==> config.mk <==
export PLATFORM = sky130hd
export DESIGN_NAME = cordic_seq
export DESIGN_NICKNAME = d
export VERILOG_FILES = /design/src/rtl/cordic_seq.sv
export SDC_FILE = /design/constraint.sdc
export NUM_CORES = 1
export LEC_CHECK = 0
export ABC_AREA = 1
export CAP_MARGIN = 0
export CORE_AREA = 2 2 153 155
export CTS_CLUSTER_DIAMETER = 120
export CTS_CLUSTER_SIZE = 8
export DETAILED_ROUTE_END_ITERATION = 7
export DIE_AREA = 0 0 155 157
export PLACE_DENSITY = 0.68
export SYNTH_ARGS = -nofsm -noshare
export SYNTH_HDL_FRONTEND = slang
export SYNTH_SLANG_ARGS = --single-unit
==> constraint.sdc <==
create_clock -name clk -period 1.5 [get_ports clk]
set_input_delay 0.3 -clock clk [delete_from_list [all_inputs] [get_ports clk]]
set_output_delay 0.3 -clock clk [all_outputs]
set_load 0.02 [all_outputs]
==> src/rtl/cordic_seq.sv <==
// rtl/cordic_seq.sv - iterative CORDIC cosine sequencer around external unpack/stage/pack blocks
//
// Computes cos(dataa) for a float32 angle (|angle| <= 1.0 rad). The controller only
// sequences and registers values; the unpacker (float->Q2.30), the micro-rotation
// stage and the packer (Q2.30->float) are external combinational blocks.
//
// Ports:
//   clk, reset_n        clock, asynchronous active-low reset
//   clk_en              global stall: low freezes every register
//   start, dataa        request and float32 angle, sampled only in IDLE
//   done, result, busy  one-cycle completion pulse, float32 cosine, activity flag
//   unp_in / unp_out    operand register to unpacker, Q2.30 angle back
//   stg_x/y/z, stg_i    current rotation state and iteration index to the stage
//   stg_x/y/z_nxt       stage outputs
//   pk_in / pk_out      x register to packer, float32 back
//
// Optional feature macro: CORDIC_SEQ_ZERO_BYPASS_EN
//   When defined, a zero Q2.30 angle skips the iterations and packs 1.0 directly.

module cordic_seq #(
    parameter int          ITERATIONS = 24,
    parameter logic [31:0] X_INIT     = 32'h26DD3B6A
) (
    input  logic        clk,
    input  logic        reset_n,
    input  logic        clk_en,
    input  logic        start,
    input  logic [31:0] dataa,
    output logic        done,
    output logic [31:0] result,
    output logic        busy,
    output logic [31:0] unp_in,
    input  logic [31:0] unp_out,
    output logic [31:0] stg_x,
    output logic [31:0] stg_y,
    output logic [31:0] stg_z,
    output logic [4:0]  stg_i,
    input  logic [31:0] stg_x_nxt,
    input  logic [31:0] stg_y_nxt,
    input  logic [31:0] stg_z_nxt,
    output logic [31:0] pk_in,
    input  logic [31:0] pk_out
);

    typedef enum logic [2:0] {
        S_IDLE,
        S_UNPACK,
        S_ITER,
        S_PACK,
        S_DONE
    } state_t;

    localparam logic [4:0] LAST_ITER = 5'(ITERATIONS - 1);

    state_t      state;
    logic [31:0] x_q;
    logic [31:0] y_q;
    logic [31:0] z_q;
    logic [4:0]  i_q;

    always_ff @(posedge clk or negedge reset_n) begin
        if (!reset_n) begin
            state  <= S_IDLE;
            x_q    <= '0;
            y_q    <= '0;
            z_q    <= '0;
            i_q    <= '0;
            done   <= 1'b0;
            busy   <= 1'b0;
            result <= '0;
            unp_in <= '0;
        end else if (clk_en) begin
            case (state)
                S_IDLE: begin
                    if (start) begin
                        unp_in <= dataa;
                        busy   <= 1'b1;
                        state  <= S_UNPACK;
                    end
                end
                S_UNPACK: begin
                    z_q <= unp_out;
                    y_q <= '0;
                    i_q <= '0;
`ifdef CORDIC_SEQ_ZERO_BYPASS_EN
                    // cos(0) is exactly 1.0: load it and let the packer produce it
                    if (unp_out == 32'h0) begin
                        x_q   <= 32'h40000000;
                        state <= S_PACK;
                    end else begin
                        x_q   <= X_INIT;
                        state <= S_ITER;
                    end
`else
                    x_q   <= X_INIT;
                    state <= S_ITER;
`endif
                end
                S_ITER: begin
                    x_q <= stg_x_nxt;
                    y_q <= stg_y_nxt;
                    z_q <= stg_z_nxt;
                    // index saturates at the last iteration so it stays visible in PACK
                    if (i_q == LAST_ITER) begin
                        state <= S_PACK;
                    end else begin
                        i_q <= i_q + 5'd1;
                    end
                end
                S_PACK: begin
                    result <= pk_out;
                    done   <= 1'b1;
                    state  <= S_DONE;
                end
                S_DONE: begin
                    done  <= 1'b0;
                    busy  <= 1'b0;
                    state <= S_IDLE;
                end
                default: begin
                    done  <= 1'b0;
                    busy  <= 1'b0;
                    state <= S_IDLE;
                end
            endcase
        end
    end

    assign stg_x = x_q;
    assign stg_y = y_q;
    assign stg_z = z_q;
    assign stg_i = i_q;
    assign pk_in = x_q;

endmodule

Yosys cells after proc, flatten, opt, wreduce, memory -nomap -nowiden
Cells that the tools add are included.
{"block": "word_totals", "regBits": 170, "word_cells": 41, "inputBits": 196}
{"block": "op_classes", "add_sub_neg": 1, "n_bitwise": 2, "n_eq_ne": 7, "n_reduce_logical": 11, "mux": 11}
{"op": "one-hot mux 32 bit (2 select lines)", "n": 3}
{"op": "one-hot mux 3 bit (4 select lines)", "n": 1}
{"op": "AND reduction 3 bit", "n": 4}
{"op": "one-hot mux 5 bit (2 select lines)", "n": 1}
{"op": "== test 3 x 2 -> 1 bit (second input constant)", "n": 2}
{"op": "two-way mux 3 bit", "n": 2}
{"op": "!= test 2 bit (second input constant)", "n": 3}
{"op": "AND reduction 2 bit", "n": 3}
{"op": "OR reduction 3 bit", "n": 2}
{"op": "adder 5 x 1 -> 5 bit (second input constant)", "n": 1}
{"op": "== test 5 bit (second input constant)", "n": 1}
{"op": "two-way mux 5 bit", "n": 1}
{"op": "one-hot mux 1 bit (2 select lines)", "n": 2}
{"op": "== test 3 x 1 -> 1 bit (second input constant)", "n": 1}
{"op": "logical NOT 3 bit", "n": 1}
{"op": "inverter 1 bit", "n": 2}
{"op": "nonzero test 2 bit", "n": 1}
{"op": "two-way mux 1 bit", "n": 1}

Depth between registers and ports, before layout
{"block": "logic_depth", "depth_word": 4, "ltp_mapped": 8}

Worst setup path after synthesis
OpenSTA, ideal clock, no wires.
{"block": "synth_path", "path_type": "register to register", "from": "register i_q[0], in the netlist stg_i[0]", "to": "register i_q[2], in the netlist stg_i[2]", "period_less_slack_ns": 1.287, "t_arrival_ns": 1.222, "slack_ns": 0.213, "t_required_ns": 1.435, "path_buffers": 0, "setup_ns": 0.065, "path_stages_with_launch": 8, "path_cell_list": "dfrtp_1 ha_1 nand3_1 nor2_1 nand2_1 nand3_1 nand2_1 nand2_1"}
{"block": "synth_via", "elab_chain_cells": 3}
{"element": "from (decl)", "line_no": "59", "text": "logic [4:0] i_q;"}
{"element": "from (signal assigned)", "line_no": "107", "text": "i_q <= i_q + 5'd1;"}
{"element": "adder 5 x 1 -> 5 bit / == test 5 bit (equally long branches)", "line_no": "107, 104"}
{"element": "two-way mux 5 bit / != test 2 bit (equally long branches)"}
{"element": "one-hot mux 5 bit (2 select lines) / AND reduction 3 bit (equally long branches)"}
Several ways; a longest one is shown, not always the timed one. The select of a mux whose other input is x is not followed.
A chain may end at the register's enable or synchronous reset.

Final worst setup path
{"block": "layout_path", "from": "register x_q[21], in the netlist pk_in[21]", "to": "output port stg_x[21]"}
{"element": "from (decl)", "line_no": "56", "text": "logic [31:0] x_q;"}
{"element": "from (signal assigned)", "line_no": "100", "text": "x_q <= stg_x_nxt;"}
{"element": "to (decl)", "line_no": "34", "text": "output logic [31:0] stg_x,"}
No word-level cell between the ends.

==> impl_metrics.yaml <==
run_status:
  outcome: "complete, no violations"
route:
  drc: 0
  dr.first_iter.drc_count: 318
  drt-total-wl_um: 23200
  wire_per_inst_um: 14.8
  routed-via-count: 6778
  final_antenna_net_count: 0
  routed_via_density: 4.32
  dr.pass1.iters: 4
sta:
  rsz0062_at_grt: "yes"
  finalMaxSlewViolations: 0
  tns_ns: 0
  clock_skew_ns: 0.0127
  timing.fmax_mhz: 689
  post-route-min-period_ns: 1.45
  tightestPinTransition_ns: 0.361
  finalSetupViolations: 0
  worst_slack_ns: 0.0491
  hold_viol: 0
  maxSlewHeadroom_pct: 75.9
  fin_crit_sh_pct: 96.7
yosys:
  postSynth.asyncResetShare_pct: 100
  ys_top_cells_by_count: "426 x nand2_1, 170 x dfrtp_1, 69 x inv_1"
  syn_area_um2: 7290
  synth_seq_cells: 170
  synth_xor_xnor_area_share_pct: 0
  synth_top_family_by_area: "simple AND/OR/NAND/NOR gates"
  synthAdderAreaFrac_pct: 0.172
  ys_seq_area_share_pct: 58.4
  yosysUniqueCellTypes: 22
  post-synth-top-count-cell: "nand2_1"
  synth_compound_area_share_pct: 4.70
  synth_top_area_share_pct: 58.4
  ys_warn_count: 0
  synthMuxAreaShare_pct: 0
  synth_edf_count: 0
  synth_area_per_cell_um2: 8.18
  yosys.area.top_type: "dfrtp_1"
  synthTopCellsByArea: "dfrtp_1 58%, nand2_1 22%, o21ai_0 4.6%"
  syn_inst: 891
  synth_fp_nets: 1088
  synth_ff_type: "dfrtp_1"
  synthSimpleGateAreaFrac_pct: 27.0
setup_path:
  cp.arrival_ns: 1.15
  cpLargestDelayFamily: "flip-flops"
  slowest_delay_ns: 0.40
  cp_cell_sequence: "dlygate4sd2_1"
  critical_path_buf_inv_count: 1
  start_kind: "register"
  worst-setup-path-type: "reg2out"
  end_kind: "output port"
  cp.required_ns: 1.20
  critPathSlowestCell: "dfrtp_1"
  crit_fanout: 3
global_routing:
  grt_use_total_pct: 18.8
  grt_pass1_vias: 6489
  grt_max_degree: 65
  grt_pass1_wl_um: 35400
  antenna_found_initial: 2
  grt_overflow: 0
floorplan:
  initial_core_util_pct: 32.4
  die_w_um: 155
  rows: 55
  fp.dieH_um: 157
  ios: 395
  die_area_um2: 24300
  core_area_um2: 22500
pwr:
  ir_drop_uv: 828
  p_total_mw: 24.0
  power_density_nw_per_um2: 1990
  leakagePower_nw: 6.42
clock_tree:
  clk_latency_ns: 0.42
  numClockSinks: 170
  numCtsBuffers: 17
  cts_max_level: 4
  root_buffer: "clkbuf_16"
  clkSlewWorstSetupHoldPaths_ns: 0.07
  cts_tree: "yes"
  clock_path_buffers: 2
place:
  hpwl_um: 17500
  place_ws_ns: -0.207
  gp_congestion: 0.825
  port-buffer-count: 394
final_layout:
  area_delta_synth_final_pct: 65.2
  num-nets-final: 1464
  finish.utilization_pct: 53.5
  drive_gt1_share_pct: 6.80
worst_hold_path:
  hp-class: "in2async"
run:
  max_cap_violations: 0
## path summary, 6_finish.rpt
kind / from / to / slack (ns) / cells past startpoint
max in group asynchronous: reset_n / pk_in[17]$_DFFE_PN0P_ / 0.61 / 4
max reg2reg: state[2]$_DFFE_PN0P_ / stg_i[2]$_DFFE_PN0P_ / 0.08 / 9
min reg2reg: stg_y[13]$_DFFE_PN0P_ / stg_y[13]$_DFFE_PN0P_ / 0.46 / 2
min in group clk: stg_y_nxt[25] / stg_y[25]$_DFFE_PN0P_ / 0.41 / 3
min: reset_n / stg_z[17]$_DFFE_PN0P_ / 0.30 / 2
max: pk_in[21]$_DFFE_PN0P_ / stg_x[21] / 0.05 / 1
## state kept, by name, indices dropped and copies added, names as in the netlist
name    cells
done        1
stg_y      32
pk_in      32
unp_in     32
stg_i       5
busy        1
stg_z      32
state       3
result     32
## cell families (layout without fill, tap and decap cells)
group                    Yosys count  in the layout
flip-flops                       170            170
AND/OR/NAND/NOR                  508            508
other                              0              3
adder cells (fa/ha/maj)            1              1
AO/OA/AOI/OAI                     68             68
buffers and inverters            144            533
## repair_timing
item                                    in CTS  in global routing
hold buffers                                 1                  0
buffers inserted                             0                  2
cloned                                       0                  2
hold endpoints to repair                    44                  0
pin swaps                                    0                  2
endpoints found under the setup margin     230                 86
resized for setup                          210                 36
## cells in the final DEF (no fill, tap or decap), drive strengths merged
cell / n
clkinv: 1
ha: 1
diode: 3
nor2: 68
nand4: 3
clkdlybuf4s50: 194
o21bai: 1
nor3b: 1
nand2: 428
dfrtp: 170
buf: 36
o21ai: 67
clkinvlp: 1
nand3: 6
clkdlybuf4s15: 29
dlygate4sd3: 1
nand3b: 1
bufinv: 4
clkbuf: 24
inv: 79
nor3: 1
dlygate4sd2: 164
## stage by stage
step | instance area (um2) | hold slack (ns) | std cells
2_1_floorplan | 7290 | 0.00441 | 891
3_3_place_gp | 11500 | 0.162 | 1528
3_5_place_dp | 11500 | 0.160 | 1528
4_1_cts | 11900 | 0.286 | 1561
5_1_grt | 12000 | 0.303 | 1565
6_report | 12000 | 0.299 | 1568
## layer usage
layer | track usage [%] | vias to the layer above | routed length [um]
met1 | 21.8 | 3065 | 9260
met2 | 31.6 | 268 | 11200
met5 | 0 | - | 13
li1 | - | 3411 | -
met3 | 7.05 | 32 | 2160
met4 | 7.36 | 2 | 489
## layout make-up
type	count	area, um2
Fill cell	2147	10500
Sequential cell	170	4260
Timing Repair Buffer	429	4170
Multi-Input combinational cell	577	2330
Clock buffer	19	443
Tap cell	285	357
Inverter	72	275
Clock inverter	13	203
Antenna cell	3	7.51
## power breakdown
group,total [mW],internal (mW),switching [mW]
Sequential,7.78,6.62,1.15
Combinational,11.4,4.44,6.95
Clock,4.85,2.89,1.96
Total,24.0,14.0,10.1
Power figures use the tool's default switching activity.
